**config.mk**
```make
export PLATFORM = sky130hd
export DESIGN_NAME = wb_disp_sched_flat
export DESIGN_NICKNAME = d
export VERILOG_FILES = /design/src/rtl/wb_disp_sched_pkg.sv /design/src/rtl/wb_disp_sched_if.sv /design/src/rtl/wb_disp_sched_bin2bcd_seq.sv /design/src/rtl/wb_disp_sched.sv /design/src/flat_wrapper.sv
export SDC_FILE = /design/constraint.sdc
export NUM_CORES = 1
export LEC_CHECK = 0
export ABC_AREA = 1
export CORE_ASPECT_RATIO = 0.5
export CORE_MARGIN = 2
export CORE_UTILIZATION = 55
export CTS_BUF_LIST = sky130_fd_sc_hd__clkbuf_8
export DETAILED_ROUTE_END_ITERATION = 16
export GPL_ROUTABILITY_DRIVEN = 0
export PLACE_DENSITY = 0.72
export REMOVE_ABC_BUFFERS = 1
export SLEW_MARGIN = 20
export SYNTH_ARGS = -nofsm -noshare
export SYNTH_HDL_FRONTEND = slang
export SYNTH_HIERARCHICAL = 1
export SYNTH_SLANG_ARGS = --single-unit
export TNS_END_PERCENT = 50
```
**constraint.sdc**
```tcl
create_clock -name clk -period 5.5 [get_ports clk]
set_input_delay 1.65 -clock clk [delete_from_list [all_inputs] [get_ports clk]]
set_output_delay 1.65 -clock clk [all_outputs]
set_load 0.01 [all_outputs]
```
**src/rtl/wb_disp_sched_pkg.sv**
```systemverilog
// wb_disp_sched_pkg: shared types and constants for the writeback display scheduler.
// Contents: FSM state encoding, FIFO entry struct, BCD geometry, and the
// single add-3/shift step used by the sequential binary-to-BCD converter.
package wb_disp_pkg;
    localparam int DIGIT_W = 4;
    localparam int DIGITS  = 10;
    localparam int BCD_W   = DIGIT_W * DIGITS;
    localparam int ITERS   = 32;

    typedef enum logic [1:0] {IDLE, CONV, DONE, SHOW} state_t;

    typedef struct packed {
        logic [7:0]  pc;
        logic [4:0]  rd;
        logic [31:0] val;
    } entry_t;

    // One double-dabble iteration: correct every digit >= 5, then shift in b.
    function automatic logic [BCD_W-1:0] bcd_step(input logic [BCD_W-1:0] acc, input logic b);
        logic [BCD_W-1:0] a;
        a = acc;
        for (int i = 0; i < DIGITS; i++)
            if (a[i*DIGIT_W +: DIGIT_W] >= 4'd5)
                a[i*DIGIT_W +: DIGIT_W] = a[i*DIGIT_W +: DIGIT_W] + 4'd3;
        return {a[BCD_W-2:0], b};
    endfunction
endpackage

```
**src/rtl/wb_disp_sched_if.sv**
```systemverilog
// wb_disp_sched_if: writeback capture and display bus of the scheduler.
// Ports (signals): wb_valid/wb_pc/wb_rd/wb_val writeback strobe and payload,
// step_req manual advance, disp_* converted entry, fifo_full, drop_cnt.
// Modports: master drives writebacks and observes the display, slave is the scheduler.
interface wb_disp_sched_if
    import wb_disp_pkg::*;
#(
    parameter int DROP_W = 8
) ();
    logic               wb_valid;
    logic [7:0]         wb_pc;
    logic [4:0]         wb_rd;
    logic [31:0]        wb_val;
    logic               step_req;
    logic               disp_valid;
    logic [7:0]         disp_pc;
    logic [4:0]         disp_rd;
    logic               disp_neg;
    logic [DIGIT_W-1:0] disp_hund;
    logic [DIGIT_W-1:0] disp_ten;
    logic [DIGIT_W-1:0] disp_one;
    logic               disp_ovf;
    logic               fifo_full;
    logic [DROP_W-1:0]  drop_cnt;

    modport master (
        output wb_valid, wb_pc, wb_rd, wb_val, step_req,
        input  disp_valid, disp_pc, disp_rd, disp_neg, disp_hund, disp_ten, disp_one,
               disp_ovf, fifo_full, drop_cnt
    );

    modport slave (
        input  wb_valid, wb_pc, wb_rd, wb_val, step_req,
        output disp_valid, disp_pc, disp_rd, disp_neg, disp_hund, disp_ten, disp_one,
               disp_ovf, fifo_full, drop_cnt
    );
endinterface

```
**src/rtl/wb_disp_sched_bin2bcd_seq.sv**
```systemverilog
// bin2bcd_seq: sequential 32-bit binary to 10-digit BCD converter (shift-add-3).
// Ports: clk, rst (async active-low), start loads din, busy while iterating,
// done 1-cycle pulse once bcd holds the final result, bcd 40-bit result.
// The start edge already performs the first iteration, so the result is ready
// ITERS edges after start.
module bin2bcd_seq
    import wb_disp_pkg::*;
(
    input  logic             clk,
    input  logic             rst,
    input  logic             start,
    input  logic [31:0]      din,
    output logic             busy,
    output logic             done,
    output logic [BCD_W-1:0] bcd
);
    logic [31:0] sr;
    logic [5:0]  cnt;

    always_ff @(posedge clk or negedge rst) begin
        if (!rst) begin
            sr   <= '0;
            cnt  <= '0;
            bcd  <= '0;
            busy <= 1'b0;
            done <= 1'b0;
        end else begin
            done <= 1'b0;
            if (start) begin
                bcd  <= {{(BCD_W-1){1'b0}}, din[31]};
                sr   <= {din[30:0], 1'b0};
                cnt  <= 6'(ITERS - 1);
                busy <= 1'b1;
            end else if (busy) begin
                bcd <= bcd_step(bcd, sr[31]);
                sr  <= {sr[30:0], 1'b0};
                cnt <= cnt - 6'd1;
                if (cnt == 6'd1) begin
                    busy <= 1'b0;
                    done <= 1'b1;
                end
            end
        end
    end
endmodule

```
**src/rtl/wb_disp_sched.sv**
```systemverilog
// wb_disp_sched: buffers register writebacks and schedules them onto the
// seven-segment readout as sign + 3 BCD digits, one entry per hold period.
// Ports: clk, rst (async active-low), bus (wb_disp_sched_if.slave): writeback
// input, step_req, disp_* display fields, fifo_full, drop_cnt.
// Build option: WB_DISP_STEP_EN replaces the hold timer with step_req advance.
module wb_disp_sched
    import wb_disp_pkg::*;
#(
    parameter int FIFO_DEPTH  = 4,
    parameter int HOLD_CYCLES = 50000000,
    parameter int DROP_W      = 8
) (
    input logic            clk,
    input logic            rst,
    wb_disp_sched_if.slave bus
);
    localparam int AW = $clog2(FIFO_DEPTH);
    localparam int CW = AW + 1;

    entry_t           mem [FIFO_DEPTH];
    entry_t           head;
    logic [AW-1:0]    wr_ptr, rd_ptr;
    logic [CW-1:0]    count, count_next;
    state_t           state;
    logic [7:0]       cur_pc;
    logic [4:0]       cur_rd;
    logic             cur_neg;
    logic             push, pop, accept, leave;
    logic [31:0]      mag;
    logic             conv_busy, conv_done;
    logic [BCD_W-1:0] bcd;

    always_comb begin
        head       = mem[rd_ptr];
        push       = bus.wb_valid && bus.wb_rd != 5'd0;
        pop        = (state == IDLE || leave) && count != '0;
        // A pop on the same edge frees the slot, so a full FIFO still accepts.
        accept     = push && (count != CW'(FIFO_DEPTH) || pop);
        count_next = count + CW'(accept) - CW'(pop);
        mag        = head.val[31] ? -head.val : head.val;
    end

`ifdef WB_DISP_STEP_EN
    always_comb leave = state == SHOW && bus.step_req;
`else
    logic [31:0] timer;

    always_comb leave = state == SHOW && timer == '0;

    always_ff @(posedge clk or negedge rst)
        if (!rst) timer <= '0;
        else timer <= state == DONE ? 32'(HOLD_CYCLES - 1) :
                      (state == SHOW && timer != '0) ? timer - 32'd1 : timer;
`endif

    always_ff @(posedge clk)
        if (accept) mem[wr_ptr] <= {bus.wb_pc, bus.wb_rd, bus.wb_val};

    always_ff @(posedge clk or negedge rst) begin
        if (!rst) begin
            wr_ptr         <= '0;
            rd_ptr         <= '0;
            count          <= '0;
            state          <= IDLE;
            cur_pc         <= '0;
            cur_rd         <= '0;
            cur_neg        <= 1'b0;
            bus.fifo_full  <= 1'b0;
            bus.drop_cnt   <= '0;
            bus.disp_valid <= 1'b0;
            bus.disp_pc    <= '0;
            bus.disp_rd    <= '0;
            bus.disp_neg   <= 1'b0;
            bus.disp_hund  <= '0;
            bus.disp_ten   <= '0;
            bus.disp_one   <= '0;
            bus.disp_ovf   <= 1'b0;
        end else begin
            if (accept) wr_ptr <= wr_ptr + AW'(1);
            if (pop) rd_ptr <= rd_ptr + AW'(1);
            count         <= count_next;
            bus.fifo_full <= count_next == CW'(FIFO_DEPTH);
            if (push && !accept && bus.drop_cnt != {DROP_W{1'b1}})
                bus.drop_cnt <= bus.drop_cnt + DROP_W'(1);
            if (pop) begin
                cur_pc  <= head.pc;
                cur_rd  <= head.rd;
                cur_neg <= head.val[31];
                state   <= CONV;
            end else if (state == CONV && conv_done && !conv_busy) begin
                state <= DONE;
            end else if (state == DONE) begin
                bus.disp_valid <= 1'b1;
                bus.disp_pc    <= cur_pc;
                bus.disp_rd    <= cur_rd;
                bus.disp_neg   <= cur_neg;
                bus.disp_hund  <= bcd[2*DIGIT_W +: DIGIT_W];
                bus.disp_ten   <= bcd[DIGIT_W +: DIGIT_W];
                bus.disp_one   <= bcd[0 +: DIGIT_W];
                bus.disp_ovf   <= |bcd[BCD_W-1:3*DIGIT_W];
                state          <= SHOW;
            end else if (leave) begin
                state <= IDLE;
            end
        end
    end

    bin2bcd_seq u_conv (
        .clk   (clk),
        .rst   (rst),
        .start (pop),
        .din   (mag),
        .busy  (conv_busy),
        .done  (conv_done),
        .bcd   (bcd)
    );
endmodule
```
**src/flat_wrapper.sv**
```systemverilog
// flat-port wrapper written by rule: the top's interface ports become plain ports
module wb_disp_sched_flat import wb_disp_pkg::*;
#(
    parameter int FIFO_DEPTH  = 4,
    parameter int HOLD_CYCLES = 50000000,
    parameter int DROP_W      = 8
)
  (clk, rst, bus_wb_valid, bus_wb_pc, bus_wb_rd, bus_wb_val, bus_step_req, bus_disp_valid, bus_disp_pc, bus_disp_rd, bus_disp_neg, bus_disp_hund, bus_disp_ten, bus_disp_one, bus_disp_ovf, bus_fifo_full, bus_drop_cnt);
  wb_disp_sched_if #(.DROP_W(DROP_W)) bus_i ();
  input logic clk;
  input logic rst;
  input wire logic [$bits(bus_i.wb_valid)-1:0] bus_wb_valid;
  input wire logic [$bits(bus_i.wb_pc)-1:0] bus_wb_pc;
  input wire logic [$bits(bus_i.wb_rd)-1:0] bus_wb_rd;
  input wire logic [$bits(bus_i.wb_val)-1:0] bus_wb_val;
  input wire logic [$bits(bus_i.step_req)-1:0] bus_step_req;
  output wire logic [$bits(bus_i.disp_valid)-1:0] bus_disp_valid;
  output wire logic [$bits(bus_i.disp_pc)-1:0] bus_disp_pc;
  output wire logic [$bits(bus_i.disp_rd)-1:0] bus_disp_rd;
  output wire logic [$bits(bus_i.disp_neg)-1:0] bus_disp_neg;
  output wire logic [$bits(bus_i.disp_hund)-1:0] bus_disp_hund;
  output wire logic [$bits(bus_i.disp_ten)-1:0] bus_disp_ten;
  output wire logic [$bits(bus_i.disp_one)-1:0] bus_disp_one;
  output wire logic [$bits(bus_i.disp_ovf)-1:0] bus_disp_ovf;
  output wire logic [$bits(bus_i.fifo_full)-1:0] bus_fifo_full;
  output wire logic [$bits(bus_i.drop_cnt)-1:0] bus_drop_cnt;
  assign bus_i.wb_valid = bus_wb_valid;
  assign bus_i.wb_pc = bus_wb_pc;
  assign bus_i.wb_rd = bus_wb_rd;
  assign bus_i.wb_val = bus_wb_val;
  assign bus_i.step_req = bus_step_req;
  assign bus_disp_valid = bus_i.disp_valid;
  assign bus_disp_pc = bus_i.disp_pc;
  assign bus_disp_rd = bus_i.disp_rd;
  assign bus_disp_neg = bus_i.disp_neg;
  assign bus_disp_hund = bus_i.disp_hund;
  assign bus_disp_ten = bus_i.disp_ten;
  assign bus_disp_one = bus_i.disp_one;
  assign bus_disp_ovf = bus_i.disp_ovf;
  assign bus_fifo_full = bus_i.fifo_full;
  assign bus_drop_cnt = bus_i.drop_cnt;
  wb_disp_sched #(.FIFO_DEPTH(FIFO_DEPTH), .HOLD_CYCLES(HOLD_CYCLES), .DROP_W(DROP_W)) u_core (.clk(clk), .rst(rst), .bus(bus_i));
endmodule
```
==> summary.md <==
After synthesis, the share of flip-flops with an asynchronous set or reset is 48.7%. The max-slew violation total from the final report was 0; the starting utilization of the core area was 56.4%. Layout overhead on the synthesized area: 12.3%. The count of nets left with antenna violations once routing finished came out at 0. Counting the fill cells in the layout gives 2,419. The worst pin sits at a relative slew slack of 36.9%.

For the count of nets after finishing, the log shows 1,985. In the post-synthesis netlist, the cell with the most instances is sky130_fd_sc_hd__nand2_1. From bottom edge to top edge, the die measures 126 um.

After detailed routing, the average wire length per cell comes to 15.2 um. Along the worst path, the maximum fanout reaches 37. The final core utilization came out at 63.3%. The flow ran to the end, and the final reports show no timing, DRC or antenna violations. Entering global routing, the biggest net connects 112 pins.

Hold repair after CTS inserted 0 buffers. The TritonCTS buffer count is 48. The number of hold-slack violations in the final timing report is 0. The endpoint kind of the worst setup timing path is a flop. The post-cts gate resize count is 0, and the minimum setup slack in the final design is 1.62 ns. The post-detailed-route via-to-cell ratio was 5.34.

During synthesis, Yosys emitted a total of 6 warnings. For the number of global-route vias before repair, the log shows 11,912. After synthesis, the most frequently instantiated cells are sky130_fd_sc_hd__nand2_1, sky130_fd_sc_hd__nor2_1, sky130_fd_sc_hd__edfxtp_1. The post-route minimum period is 3.88 ns. Setup repair after global routing left no endpoint under its margin. Derived from the worst setup path, the maximum achievable clock frequency is 258 MHz. Summed over all layers, the global routing overflow is 0. Clock-pin slew was measured on the worst setup and hold paths at 0.06 ns. During placement, the flow inserted port buffers numbering 84.

The logs give 1,821 for the gate count after technology mapping and 41 for the number of distinct library cells after synthesis. Of all cell types, the one taking the most synthesized area is sky130_fd_sc_hd__edfxtp_1. In this run the horizontal extent of the chip is 249 um.

Number of enable flip-flop cells after synthesis: 180. Once detailed placement completed, the half-perimeter wirelength came to 21,600 um. The logs give 4.35 ns for the data arrival time of the worst path and 29,200 um^2 for the core footprint. Total power for the finished layout comes to 5.75 mW. The die covers 31,500 um^2. The setup path with the least slack is of type reg -> reg. The number of cell instances on the worst register-to-register path was 14; the number of clock sinks was 351. The transition time of the tightest slew-check pin is 0.941 ns, and the number of flip-flops and latches in the synthesized netlist is 351.

The logs give 16,500 um^2 for the post-synthesis instance area and 1.02 ns for the minimum setup slack after placement. In the global route stage, overall resource usage came out at 23.0%. After routing, the total negative slack on setup checks comes to 0 ns. The number of violations of the max-capacitance limit is 0. Power density of the placed cells: 311 nW/um^2. IR analysis of the VDD net gives a maximum drop of 181 uV. Required time of the critical path: 5.97 ns.

Classification of the worst-slack hold path: reg -> reg. Ranked by total cell area, the synthesized netlist is headed by sky130_fd_sc_hd__edfxtp_1, sky130_fd_sc_hd__dfrtp_1, sky130_fd_sc_hd__nand2_1. Among all flip-flop cells after synthesis, the most frequent one is sky130_fd_sc_hd__edfxtp_1. For the number of detailed-route iterations in the first pass, the log shows 6. The worst setup path is launched from a flop. The analysis attributes to cell leakage a power of 7.99 nW. Setup violations remaining at the end of the flow were counted as 0. Average instance area after synthesis: 9.06 um^2.

After the first detailed-routing iteration, the DRC count stood at 977. The detailed router placed 12,474 vias in this run. The H-tree was split into 2 levels. For the worst-skew pair, the clock arrives at the later sink with an insertion delay of 0.60 ns. The logs give 3 for the maximum count of clock buffers along a single path and 0 for the DRC violation count after routing. On the final layout, the worst clock skew is 0.0277 ns.

The logs give 58,600 um for the first-pass GRT wire length and 0 for the count of antenna diodes in the layout. The initial antenna violation count was 0; the site row count was 44. The tightest hold path in the finished design has a slack of 0.470 ns. Along the worst hold path, the cell count comes to 2. The number of ports placed on the die boundary came out at 86.

The synthesized design devotes to its leading area cell type 32.8% of total area. The tree is rooted in a sky130_fd_sc_hd__clkbuf_8. Post-CTS timing repair inserted 0 buffers for setup. The fraction of the cycle the final worst path needs came out at 70.6%. Aggregate routed wire length: 35,400 um. For this run, the register share of the synthesized area comes to 58.7%. TritonCTS built the clock tree.

The post-route netlist has 5.51% of its cells at a drive strength greater than 1.
report_power, final:
part | total [mW] | internal [mW] | switching, mW
clock | 1.84 | 0.873 | 0.967
combinational | 0.743 | 0.233 | 0.510
sequential | 3.17 | 3.09 | 0.0830
total | 5.75 | 4.19 | 1.56
per-stage QoR:
step | cell area [um^2] | cells
floorplan | 16200 | 1756
global placement | 17600 | 2244
detailed placement | 17600 | 2244
CTS | 18500 | 2334
global route | 18500 | 2334
finish | 18500 | 2334
sequential cells by signal, summed over array words and instances, names as in the netlist, 2 cells and up:
name,cells
u_core/count,3
u_core/bus.disp_one,4
u_core/u_conv/bcd,40
u_core/bus.disp_pc,8
u_core/bus.disp_hund,4
u_core/u_conv/sr,31
u_core/u_conv/cnt,6
u_core/bus.drop_cnt,8
u_core/rd_ptr,2
u_core/timer,32
u_core/wr_ptr,2
u_core/mem,180
u_core/state,2
u_core/cur_pc,8
u_core/bus.disp_ten,4
u_core/bus.disp_rd,5
u_core/cur_rd,5
metal layers:
layer	share of wire, %	up-vias	GRT usage, %	routed length (um)
met5	0	-	0	0
met4	1.1	0	5.38	399
met2	47	290	38.3	16500
li1	-	6186	-	-
met3	5.3	39	3.98	1890
met1	47	5959	31.9	16600
cell usage in the layout, fill, tap and decap left out, types with 12 or more instances in the layout:
| cell | instances |
|---|---|
| sky130_fd_sc_hd__a21oi_1 | 37 |
| sky130_fd_sc_hd__buf_4 | 12 |
| sky130_fd_sc_hd__clkbuf_8 | 52 |
| sky130_fd_sc_hd__clkdlybuf4s50_1 | 83 |
| sky130_fd_sc_hd__dfrtp_1 | 170 |
| sky130_fd_sc_hd__edfxtp_1 | 180 |
| sky130_fd_sc_hd__ha_1 | 32 |
| sky130_fd_sc_hd__inv_1 | 152 |
| sky130_fd_sc_hd__nand2_1 | 607 |
| sky130_fd_sc_hd__nand3_1 | 138 |
| sky130_fd_sc_hd__nand4_1 | 25 |
| sky130_fd_sc_hd__nor2_1 | 176 |
| sky130_fd_sc_hd__o21ai_0 | 94 |
| sky130_fd_sc_hd__o22ai_1 | 49 |
| sky130_fd_sc_hd__xnor2_1 | 16 |
| sky130_fd_sc_hd__xor2_1 | 21 |
critical path, stage by stage, from the launching register on:
cell	delay [ns]
sky130_fd_sc_hd__dfrtp_1	0.40
sky130_fd_sc_hd__nor2_1	0.21
sky130_fd_sc_hd__nand2_1	0.11
sky130_fd_sc_hd__nor2_1	0.14
sky130_fd_sc_hd__nand4_1	0.18
sky130_fd_sc_hd__nor2_2	0.24
sky130_fd_sc_hd__nand2_2	0.12
sky130_fd_sc_hd__nand2_2	0.09
sky130_fd_sc_hd__nand2_4	0.16
sky130_fd_sc_hd__inv_2	0.48
sky130_fd_sc_hd__inv_2	0.41
sky130_fd_sc_hd__nand2_2	0.74
sky130_fd_sc_hd__nand3_1	0.21
sky130_fd_sc_hd__a21oi_1	0.17
sky130_fd_sc_hd__o21ai_0	0.10
layout make-up:
| type | count | area, um^2 | area share [%] |
|---|---|---|---|
| sequential | 351 | 9690 | 52.3 |
| multi-input combinational | 1265 | 5990 | 32.3 |
| timing repair buffer | 97 | 952 | 5.14 |
| clock buffer | 52 | 716 | 3.87 |
| inverter | 140 | 526 | 2.84 |
| tap | 391 | 489 | 2.64 |
| clock inverter | 38 | 158 | 0.852 |
cells by family (layout without fill, tap and decap cells):
group | Yosys count | in the layout | share of synthesized area [%]
buffers and inverters | 205 | 327 | 5.19
AO/OA/AOI/OAI | 200 | 200 | 6.69
adder cells (fa/ha/maj) | 33 | 33 | 2.55
flip-flops | 351 | 351 | 58.7
XOR/XNOR | 37 | 37 | 1.97
AND/OR/NAND/NOR | 995 | 995 | 24.9
final timing paths:
kind,from,to,slack (ns)
worst min-delay path,u_core/bus.disp_hund[2],u_core/bus.disp_hund[2],0.47
worst max register to register,u_core/timer[22],u_core/u_conv/cnt[3],1.62
worst max-delay path,u_core/timer[22],u_core/u_conv/cnt[3],1.62
max in group asynchronous,rst,u_core/timer[13],3.47
worst min register to register,u_core/bus.disp_hund[2],u_core/bus.disp_hund[2],0.47
min in group asynchronous,rst,u_core/u_conv/sr[4],1.04
(Power assumes the default switching activity.)
